File: src/rtl/multicycle_main_control.sv
// Main control FSM of the multi-cycle MIPS CPU: sequences IF/ID/EX/MEM/WB,
// drives datapath enables, mux selects and ALUOp; waits on mem_ready.
// Ports: clk, reset (async, active-low), OpCode/Funct (from IR),
//   mem_ready (memory handshake); outputs are datapath controls + illegal.
// Optional: define MAIN_CTRL_ILLEGAL_TRAP_EN to trap undecoded opcodes in S_HALT.
module multicycle_main_control #(
    parameter logic [3:0] RESET_STATE = 4'd0
) (
    input  logic       clk,
    input  logic       reset,
    input  logic [5:0] OpCode,
    input  logic [5:0] Funct,
    input  logic       mem_ready,
    output logic       PCWrite,
    output logic       PCWriteCond,
    output logic       IorD,
    output logic       MemRead,
    output logic       MemWrite,
    output logic       IRWrite,
    output logic [1:0] MemtoReg,
    output logic [1:0] RegDst,
    output logic       RegWrite,
    output logic       ExtOp,
    output logic       LuiOp,
    output logic [1:0] ALUSrcA,
    output logic [1:0] ALUSrcB,
    output logic [3:0] ALUOp,
    output logic [1:0] PCSource,
    output logic       illegal
);

    localparam logic [5:0] OP_RTYPE = 6'h00;
    localparam logic [5:0] OP_J     = 6'h02;
    localparam logic [5:0] OP_JAL   = 6'h03;
    localparam logic [5:0] OP_BEQ   = 6'h04;
    localparam logic [5:0] OP_ADDI  = 6'h08;
    localparam logic [5:0] OP_ADDIU = 6'h09;
    localparam logic [5:0] OP_SLTI  = 6'h0a;
    localparam logic [5:0] OP_SLTIU = 6'h0b;
    localparam logic [5:0] OP_ANDI  = 6'h0c;
    localparam logic [5:0] OP_LUI   = 6'h0f;
    localparam logic [5:0] OP_LW    = 6'h23;
    localparam logic [5:0] OP_SW    = 6'h2b;

    localparam logic [5:0] F_SLL  = 6'h00;
    localparam logic [5:0] F_SRL  = 6'h02;
    localparam logic [5:0] F_SRA  = 6'h03;
    localparam logic [5:0] F_JR   = 6'h08;
    localparam logic [5:0] F_JALR = 6'h09;

    typedef enum logic [3:0] {
        S_IF   = 4'd0,
        S_ID   = 4'd1,
        S_EXR  = 4'd2,
        S_WBR  = 4'd3,
        S_EXI  = 4'd4,
        S_WBI  = 4'd5,
        S_ADDR = 4'd6,
        S_MEMR = 4'd7,
        S_WBL  = 4'd8,
        S_MEMW = 4'd9,
        S_BR   = 4'd10,
        S_J    = 4'd11,
        S_JR   = 4'd12
`ifdef MAIN_CTRL_ILLEGAL_TRAP_EN
        , S_HALT = 4'd13
`endif
    } state_e;

    state_e state_q, state_d;

    // Raw strobes; gated by reset so nothing writes while reset is held.
    logic pcw_c, pcwc_c, mwr_c, irw_c, rw_c;

`ifdef MAIN_CTRL_ILLEGAL_TRAP_EN
    function automatic logic funct_ok(input logic [5:0] f);
        case (f)
            6'h00, 6'h02, 6'h03, 6'h04, 6'h06, 6'h07,
            6'h20, 6'h21, 6'h22, 6'h23, 6'h24, 6'h25,
            6'h26, 6'h27, 6'h2a, 6'h2b: funct_ok = 1'b1;
            default:                    funct_ok = 1'b0;
        endcase
    endfunction
`endif

    always_ff @(posedge clk or negedge reset) begin
        if (!reset) begin
            state_q <= state_e'(RESET_STATE);
        end else begin
            state_q <= state_d;
        end
    end

    always_comb begin
        state_d  = state_q;
        pcw_c    = 1'b0;
        pcwc_c   = 1'b0;
        mwr_c    = 1'b0;
        irw_c    = 1'b0;
        rw_c     = 1'b0;
        IorD     = 1'b0;
        MemRead  = 1'b0;
        MemtoReg = 2'b00;
        RegDst   = 2'b00;
        ExtOp    = 1'b1;
        LuiOp    = 1'b0;
        ALUSrcA  = 2'b00;
        ALUSrcB  = 2'b00;
        ALUOp    = 4'b0000;
        PCSource = 2'b00;
        case (state_q)
            S_IF: begin
                MemRead = 1'b1;
                ALUSrcB = 2'b01;
                irw_c   = mem_ready;
                pcw_c   = mem_ready;
                if (mem_ready) state_d = S_ID;
            end
            S_ID: begin
                // Precompute branch target into ALUOut
                ALUSrcB = 2'b11;
                case (OpCode)
                    OP_RTYPE: begin
                        if (Funct == F_JR || Funct == F_JALR) begin
                            state_d = S_JR;
                        end else begin
`ifdef MAIN_CTRL_ILLEGAL_TRAP_EN
                            state_d = funct_ok(Funct) ? S_EXR : S_HALT;
`else
                            state_d = S_EXR;
`endif
                        end
                    end
                    OP_LW, OP_SW:   state_d = S_ADDR;
                    OP_BEQ:         state_d = S_BR;
                    OP_J, OP_JAL:   state_d = S_J;
                    OP_LUI, OP_ADDI, OP_ADDIU,
                    OP_ANDI, OP_SLTI, OP_SLTIU: state_d = S_EXI;
`ifdef MAIN_CTRL_ILLEGAL_TRAP_EN
                    default:        state_d = S_HALT;
`else
                    default:        state_d = S_IF;
`endif
                endcase
            end
            S_EXR: begin
                ALUSrcA = (Funct == F_SLL || Funct == F_SRL ||
                           Funct == F_SRA) ? 2'b10 : 2'b01;
                ALUOp   = 4'b0011;
                state_d = S_WBR;
            end
            S_WBR: begin
                RegDst  = 2'b01;
                rw_c    = 1'b1;
                state_d = S_IF;
            end
            S_EXI: begin
                ALUSrcA = 2'b01;
                ALUSrcB = 2'b10;
                ExtOp   = (OpCode != OP_ANDI);
                LuiOp   = (OpCode == OP_LUI);
                case (OpCode)
                    OP_ADDI, OP_LUI: ALUOp = 4'b0100;
                    OP_ANDI:         ALUOp = 4'b0110;
                    OP_SLTI:         ALUOp = 4'b0101;
                    OP_SLTIU:        ALUOp = 4'b0001;
                    default:         ALUOp = 4'b0000;
                endcase
                state_d = S_WBI;
            end
            S_WBI: begin
                // IR is stable, so extension controls stay as in S_EXI
                ExtOp   = (OpCode != OP_ANDI);
                LuiOp   = (OpCode == OP_LUI);
                rw_c    = 1'b1;
                state_d = S_IF;
            end
            S_ADDR: begin
                ALUSrcA = 2'b01;
                ALUSrcB = 2'b10;
                ALUOp   = 4'b0100;
                state_d = (OpCode == OP_SW) ? S_MEMW : S_MEMR;
            end
            S_MEMR: begin
                MemRead = 1'b1;
                IorD    = 1'b1;
                if (mem_ready) state_d = S_WBL;
            end
            S_WBL: begin
                MemtoReg = 2'b01;
                rw_c     = 1'b1;
                state_d  = S_IF;
            end
            S_MEMW: begin
                // Write commits only in the completing cycle
                mwr_c = mem_ready;
                IorD  = 1'b1;
                if (mem_ready) state_d = S_IF;
            end
            S_BR: begin
                ALUSrcA  = 2'b01;
                ALUOp    = 4'b0010;
                pcwc_c   = 1'b1;
                PCSource = 2'b01;
                state_d  = S_IF;
            end
            S_J: begin
                pcw_c    = 1'b1;
                PCSource = 2'b10;
                if (OpCode == OP_JAL) begin
                    rw_c     = 1'b1;
                    RegDst   = 2'b10;
                    MemtoReg = 2'b10;
                end
                state_d = S_IF;
            end
            S_JR: begin
                pcw_c    = 1'b1;
                PCSource = 2'b11;
                if (Funct == F_JALR) begin
                    rw_c     = 1'b1;
                    RegDst   = 2'b01;
                    MemtoReg = 2'b10;
                end
                state_d = S_IF;
            end
`ifdef MAIN_CTRL_ILLEGAL_TRAP_EN
            S_HALT: state_d = S_HALT;
`endif
            default: state_d = S_IF;
        endcase
    end

    assign PCWrite     = pcw_c & reset;
    assign PCWriteCond = pcwc_c & reset;
    assign MemWrite    = mwr_c & reset;
    assign IRWrite     = irw_c & reset;
    assign RegWrite    = rw_c & reset;

`ifdef MAIN_CTRL_ILLEGAL_TRAP_EN
    assign illegal = (state_q == S_HALT);
`else
    assign illegal = 1'b0;
`endif

endmodule

File: config.mk
export PLATFORM = sky130hd
export DESIGN_NAME = multicycle_main_control
export DESIGN_NICKNAME = d
export VERILOG_FILES = /design/src/rtl/multicycle_main_control.sv
export SDC_FILE = /design/constraint.sdc
export NUM_CORES = 1
export LEC_CHECK = 0
export ABC_CLOCK_PERIOD_IN_PS = 2500
export BUFFER_PORTS_ARGS = -buffer_cell sky130_fd_sc_hd__buf_2
export CAP_MARGIN = 20
export CORE_MARGIN = 3
export CORE_UTILIZATION = 45
export DETAILED_ROUTE_END_ITERATION = 10
export GPL_ROUTABILITY_DRIVEN = 0
export GPL_TIMING_DRIVEN = 0
export PLACE_DENSITY_LB_ADDON = 0.2
export SETUP_SLACK_MARGIN = 0.5
export SYNTH_ARGS = -nofsm -noshare
export SYNTH_HDL_FRONTEND = slang
export SYNTH_SLANG_ARGS = --single-unit
export TNS_END_PERCENT = 1
File: constraint.sdc
create_clock -name clk -period 2.5 [get_ports clk]
set_input_delay 0.25 -clock clk [delete_from_list [all_inputs] [get_ports clk]]
set_output_delay 0.25 -clock clk [all_outputs]
set_load 0.1 [all_outputs]
Word level (Yosys, flattened, before mapping). Index checks and enable logic that the tools add are counted.

Register bits: 4. Latch bits: 0. RAM bits: 0. Bits in read-only memories: 0. Input bits: 15. Output and inout bits: 24. Logic and storage cells: 84. Memories: 0.

Add/sub/neg operators: 0. $mul: 0. Div/mod/pow operators: 0. $lt $le $gt $ge: 0. Equality and inequality tests: 31. Shifts and indexed selects: 0. Mux-type cells: 29. Bitwise operators: 5. Reductions and logical operators: 18.

Operator list (count): $eq 6x4->1 const B (8); $pmux 4 s7 (1); $eq 6x2->1 const B (4); $pmux 2 s3 (4); $pmux 3 s4 (2); $eq 4x4->1 const B (5); $mux 4 (5); $pmux 4 s5 (1); $eq 4x3->1 const B (4); $reduce_or 2->1 (8); $eq 6x6->1 const B (2); $logic_not 6->1 (2); $mux 1 (10); $eq 4x2->1 const B (2); $eq 6x3->1 const B (1); $mux 2 (3); $ne 2x2->1 const B (3); $ne 6x4->1 const B (1); $reduce_or 3->1 (2); $reduce_or 6->1 (1); $and 1x1->1 (5); $eq 4x1->1 const B (1); $logic_not 4->1 (1); $pmux 2 s2 (1); other kinds (4) (6).

Logic depth before layout (Yosys ltp).
Depth in word-level cells: 5. Mapped depth: 5. Mapped depth without buffers: 4.

Worst setup path before layout. No wires, ideal clock.

Path type: input-to-output. From: input OpCode[3]. To: output MemtoReg[1]. Arrival time: 4.781 ns. Required time: 2.250 ns. Slack: -2.531 ns. Cell stages on the path: 3. Buffers on the path: 0. Path through: or4_1 -> nor4_1 -> nand2b_1.

Longest elaborated chain between the ends: 3.

Ends and longest elaborated chain: start, declared (RTL line 11) `input logic [5:0] OpCode,`; $eq 6x2->1 (RTL line 210) `if (OpCode == OP_JAL) begin`; $mux 2 (RTL line 210); $pmux 2 s3 (RTL line 111) `case (state_q)`; end, declared (RTL line 20) `output logic [1:0] MemtoReg,`.

Every way passes these cells.

Worst setup path in the final report.
From: register state_q[1]. To: output ALUOp[1].

Longest elaborated chain between the ends: 2. Elaborated cells on any way between the ends: 5. Those cells by class: eq/ne: 4; mux: 1.

Ends and longest elaborated chain: start, declared (RTL line 70) `state_e state_q, state_d;`; start signal, assigned (RTL line 88) `state_q <= state_e'(RESET_STATE);`; start signal, assigned (RTL line 90) `state_q <= state_d;`; $eq 4x4->1, or another cell as far along (RTL line 111); $pmux 3 s4 * (RTL line 111); end, declared (RTL line 27) `output logic [3:0] ALUOp,`.

Every way passes the cells marked *; elsewhere a longest branch is shown, timed or not.

==> impl_summary.log <==
[metrics] status: complete, no violations
[metrics] CTS Buf Count: 3
[metrics] compound-cell area share of the yosys netlist: 22.4%
[metrics] antenna violations before repair: 0
[metrics] data arrival time of the critical path: 1.75 ns
[metrics] initial core utilization: 49.4%
[metrics] type of the worst setup path: register to output pin
[metrics] last element of the critical path: ALUOp[1]
[metrics] area added between synthesis and finish: 58.3%
[metrics] upper clock frequency limit: 0.501 GHz
[metrics] fraction of synthesized cell area in xor and xnor cells: 1.14%
[metrics] Mean Syn Cell Area: 6.27 µm²
[metrics] data required time of the worst path: 2.25 ns
[metrics] worst min path class: input port to register
[metrics] number of cell instances on the worst register-to-register path: 5
[metrics] category of the worst setup path launch point: register
[metrics] worst setup timing slack at the placement stage: 0.241 ns
[metrics] R2R Setup Slk: 0.52 ns
[metrics] Routed WL: 2680 µm
[metrics] Peak supply drop: 0.000800 V
[metrics] startpoint of the tightest hold check path: Funct[1]
[metrics] Num Clock Sinks: 4
[metrics] largest buffer count on any clock path: 2
[metrics] 1st-iter DRT viols: 51
[metrics] fillers: 115
[metrics] average wire per standard cell: 14.9 µm
[metrics] total global routing overflow: 0
[metrics] largest net degree at the start of global routing: 11
[metrics] count of mapped cells out of synthesis: 123
[metrics] max-slew violation count: 0
[metrics] die height: 47.4 µm
[metrics] clock slew seen by the registers of the worst setup and hold paths: 0.04 ns
[metrics] adder-cell share of the synthesized area: 0%
[metrics] flip-flop cell with the highest count after synthesis: sky130_fd_sc_hd__dfrtp_1
[metrics] proportion of synthesized flip-flops having asynchronous set or reset: 100%
[metrics] P per Cell Area: 1120 nW/µm²
[metrics] hold violation count in the final report: 0
[metrics] combinational family with the most area after synthesis: simple AND/OR/NAND/NOR gates
[metrics] mux share of post-synthesis cell area: 1.30%
[metrics] number of setup violations in the final report: 0
[metrics] number of enable-type register cells in the synthesized netlist: 0
[metrics] fraction of final layout cells sized beyond drive strength 1: 45.1%
[metrics] register cell area after layout: 100 µm²
[metrics] post-route ant nets: 0
[metrics] number of setup buffers added after CTS: 0
[metrics] main area contributors after synthesis: sky130_fd_sc_hd__dfrtp_1 (13%), sky130_fd_sc_hd__nor2_1 (8.8%), sky130_fd_sc_hd__nand2b_1 (7.3%)
[metrics] buffer type at the clock tree root: sky130_fd_sc_hd__clkbuf_4
[metrics] launch point of the critical path: state_q[1]
[metrics] count of TritonRoute iterations in the first routing pass: 4
[metrics] register bank with the most flops: state_q
[metrics] Total Negative Setup Slacks: 0 ns
[metrics] count of warnings emitted by yosys: 0
[metrics] final net count: 181
[metrics] cell depth of the worst hold path: 4
[metrics] FF-to-FF Start: state_q[3]
[metrics] RSZ-0062 raised after global routing: true
[metrics] post-synthesis simple-gate area fraction: 54.4%
[metrics] multi-input logic area: 748 µm²
[metrics] CORE AREA: 1560 µm²
[metrics] number of standard-cell rows in the floorplan: 14
[metrics] Max-Cap Viols: 0
[metrics] number of buffers inserted by port buffering: 36
[metrics] Clk Latency, worst-skew pair: 0.23 ns
[metrics] Residual DRC: 0
[metrics] post-synth top area share: 13.0%
[metrics] Pleak: 0.537 nW
[metrics] Die X-Extent: 47.4 µm
[metrics] minimum period implied by the final worst setup slack: 2.00 ns
[metrics] Mapped Area: 771 µm²
[metrics] Die Area: 2250 µm²
[metrics] number of antenna cells inserted: 0
[metrics] number of global-route vias before repair: 881
[metrics] TritonCTS clock tree: yes
[metrics] reg-to-reg critical path endpoint: state_q[1]
[metrics] count of cell types in the netlist: 41
[metrics] most area-hungry cell type in the Yosys netlist: sky130_fd_sc_hd__dfrtp_1
[metrics] highest fanout seen on the critical path: 10
[metrics] vias after detailed routing: 1116
[metrics] Critical Path Sink Type: output pin
[metrics] level count of the clock H-tree: 1
[metrics] number of flip-flops under the largest register name: 4
[metrics] register bit total from synthesis: 4
[metrics] Hold WS: 0.384 ns
[metrics] first-pass GRT wire length: 3710 µm
[metrics] total routing usage reported by global routing: 22.6%
[metrics] final worst slack: 0.505 ns
[metrics] post-synthesis sequential area ratio: 13.0%
[metrics] portion of the clock cycle consumed by the worst path in the final layout: 79.8%
[metrics] estimated wirelength of the detail-placed design: 1970 µm
[metrics] biggest registers after layout: state_q: 4 flops
[metrics] num ports: 39
[metrics] skew final: 0.00280 ns
[metrics] ratio of routed vias to standard cells: 6.20
==> power breakdown <==
group | internal (mW) | switching [mW] | leakage [nW]
clock network | 0.0535 | 0.0236 | 0.0138
registers | 0.0853 | 0.0147 | 0.0533
logic | 0.299 | 0.894 | 0.470
==> worst max-delay path, stage by stage (launching register included) <==
cell                       delay [ns]
sky130_fd_sc_hd__dfrtp_1         0.37
sky130_fd_sc_hd__clkbuf_2        0.17
sky130_fd_sc_hd__clkbuf_4        0.22
sky130_fd_sc_hd__nor3b_2         0.24
sky130_fd_sc_hd__nand3_2         0.14
sky130_fd_sc_hd__a21oi_4         0.17
sky130_fd_sc_hd__buf_12          0.19
==> logic make-up (layout without fill, tap and decap cells) <==
group           Yosys count  count (layout)
simple gates             77              77
other cells               1               2
compound gates           28              28
flops                     4               4
xor+xnor                  1               1
mux                       1               1
buf+inv                  11              51
==> through the flow <==
stage,util (%),cell area [µm²],std cells,power [mW]
after CTS,74.5,1160,180,1.32
after floorplan,-,893,124,1.04
after global placement,70.1,1090,176,1.18
after global routing,78.3,1220,180,1.44
final,78.3,1220,180,1.37
after detailed placement,70.1,1090,176,1.20
==> timing repair <==
action	4_1_cts	5_1_grt
setup endpoints to repair	18	20
pin swaps	0	2
hold buffers	1	0
gates resized for setup	15	20
endpoints found under the hold margin	4	0
==> synth_stat cells, types with 2 or more instances <==
cell                       instances
sky130_fd_sc_hd__or4_1             2
sky130_fd_sc_hd__nand3_1           7
sky130_fd_sc_hd__nor2b_1           3
sky130_fd_sc_hd__nand2_1          13
sky130_fd_sc_hd__dfrtp_1           4
sky130_fd_sc_hd__clkbuf_1          6
sky130_fd_sc_hd__nor2_1           18
sky130_fd_sc_hd__and2_1            2
sky130_fd_sc_hd__nand2b_1          9
sky130_fd_sc_hd__nor3_1            8
sky130_fd_sc_hd__a21oi_1          10
sky130_fd_sc_hd__buf_4             2
sky130_fd_sc_hd__nor3b_1           2
sky130_fd_sc_hd__o311ai_0          3
sky130_fd_sc_hd__o21ai_0           8
==> cells in the final DEF, fill, tap and decap left out, types with 2 or more instances in the layout <==
cell,count
sky130_fd_sc_hd__a21oi_1,6
sky130_fd_sc_hd__a21oi_2,3
sky130_fd_sc_hd__and2_1,2
sky130_fd_sc_hd__buf_2,23
sky130_fd_sc_hd__buf_4,6
sky130_fd_sc_hd__buf_6,6
sky130_fd_sc_hd__clkbuf_2,4
sky130_fd_sc_hd__clkbuf_4,9
sky130_fd_sc_hd__conb_1,2
sky130_fd_sc_hd__dfrtp_1,4
sky130_fd_sc_hd__nand2_1,12
sky130_fd_sc_hd__nand2b_1,7
sky130_fd_sc_hd__nand3_1,6
sky130_fd_sc_hd__nor2_1,16
sky130_fd_sc_hd__nor2b_1,3
sky130_fd_sc_hd__nor3_1,2
sky130_fd_sc_hd__nor3_2,4
sky130_fd_sc_hd__nor3_4,2
sky130_fd_sc_hd__o21ai_0,7
sky130_fd_sc_hd__o311ai_0,3
sky130_fd_sc_hd__or4b_4,2
==> layout make-up <==
class | instances | share of cell area, %
sequential | 4 | 8.21
clock buffer | 3 | 1.85
multi-input combinational | 109 | 61.3
buffer | 10 | 5.64
timing repair buffer | 37 | 20.8
inverter | 1 | 0.513
tap | 16 | 1.64
==> worst min path at each step <==
stage	to	slack, ns
final	state_q[2]	0.38
after global routing	state_q[2]	0.39
after CTS	state_q[2]	0.37
after detailed placement	state_q[0]	0.09
after global placement	state_q[3]	0.09
after floorplan	state_q[0]	-0.05
==> per-layer routing <==
layer	track usage (%)	up-vias	part of all wire, %
met5	0	-	0
met3	2.30	14	7.8
li1	-	523	-
met2	37.4	62	50
met1	29.6	517	39
met4	9.39	0	3.2
(Power assumes the default switching activity.)
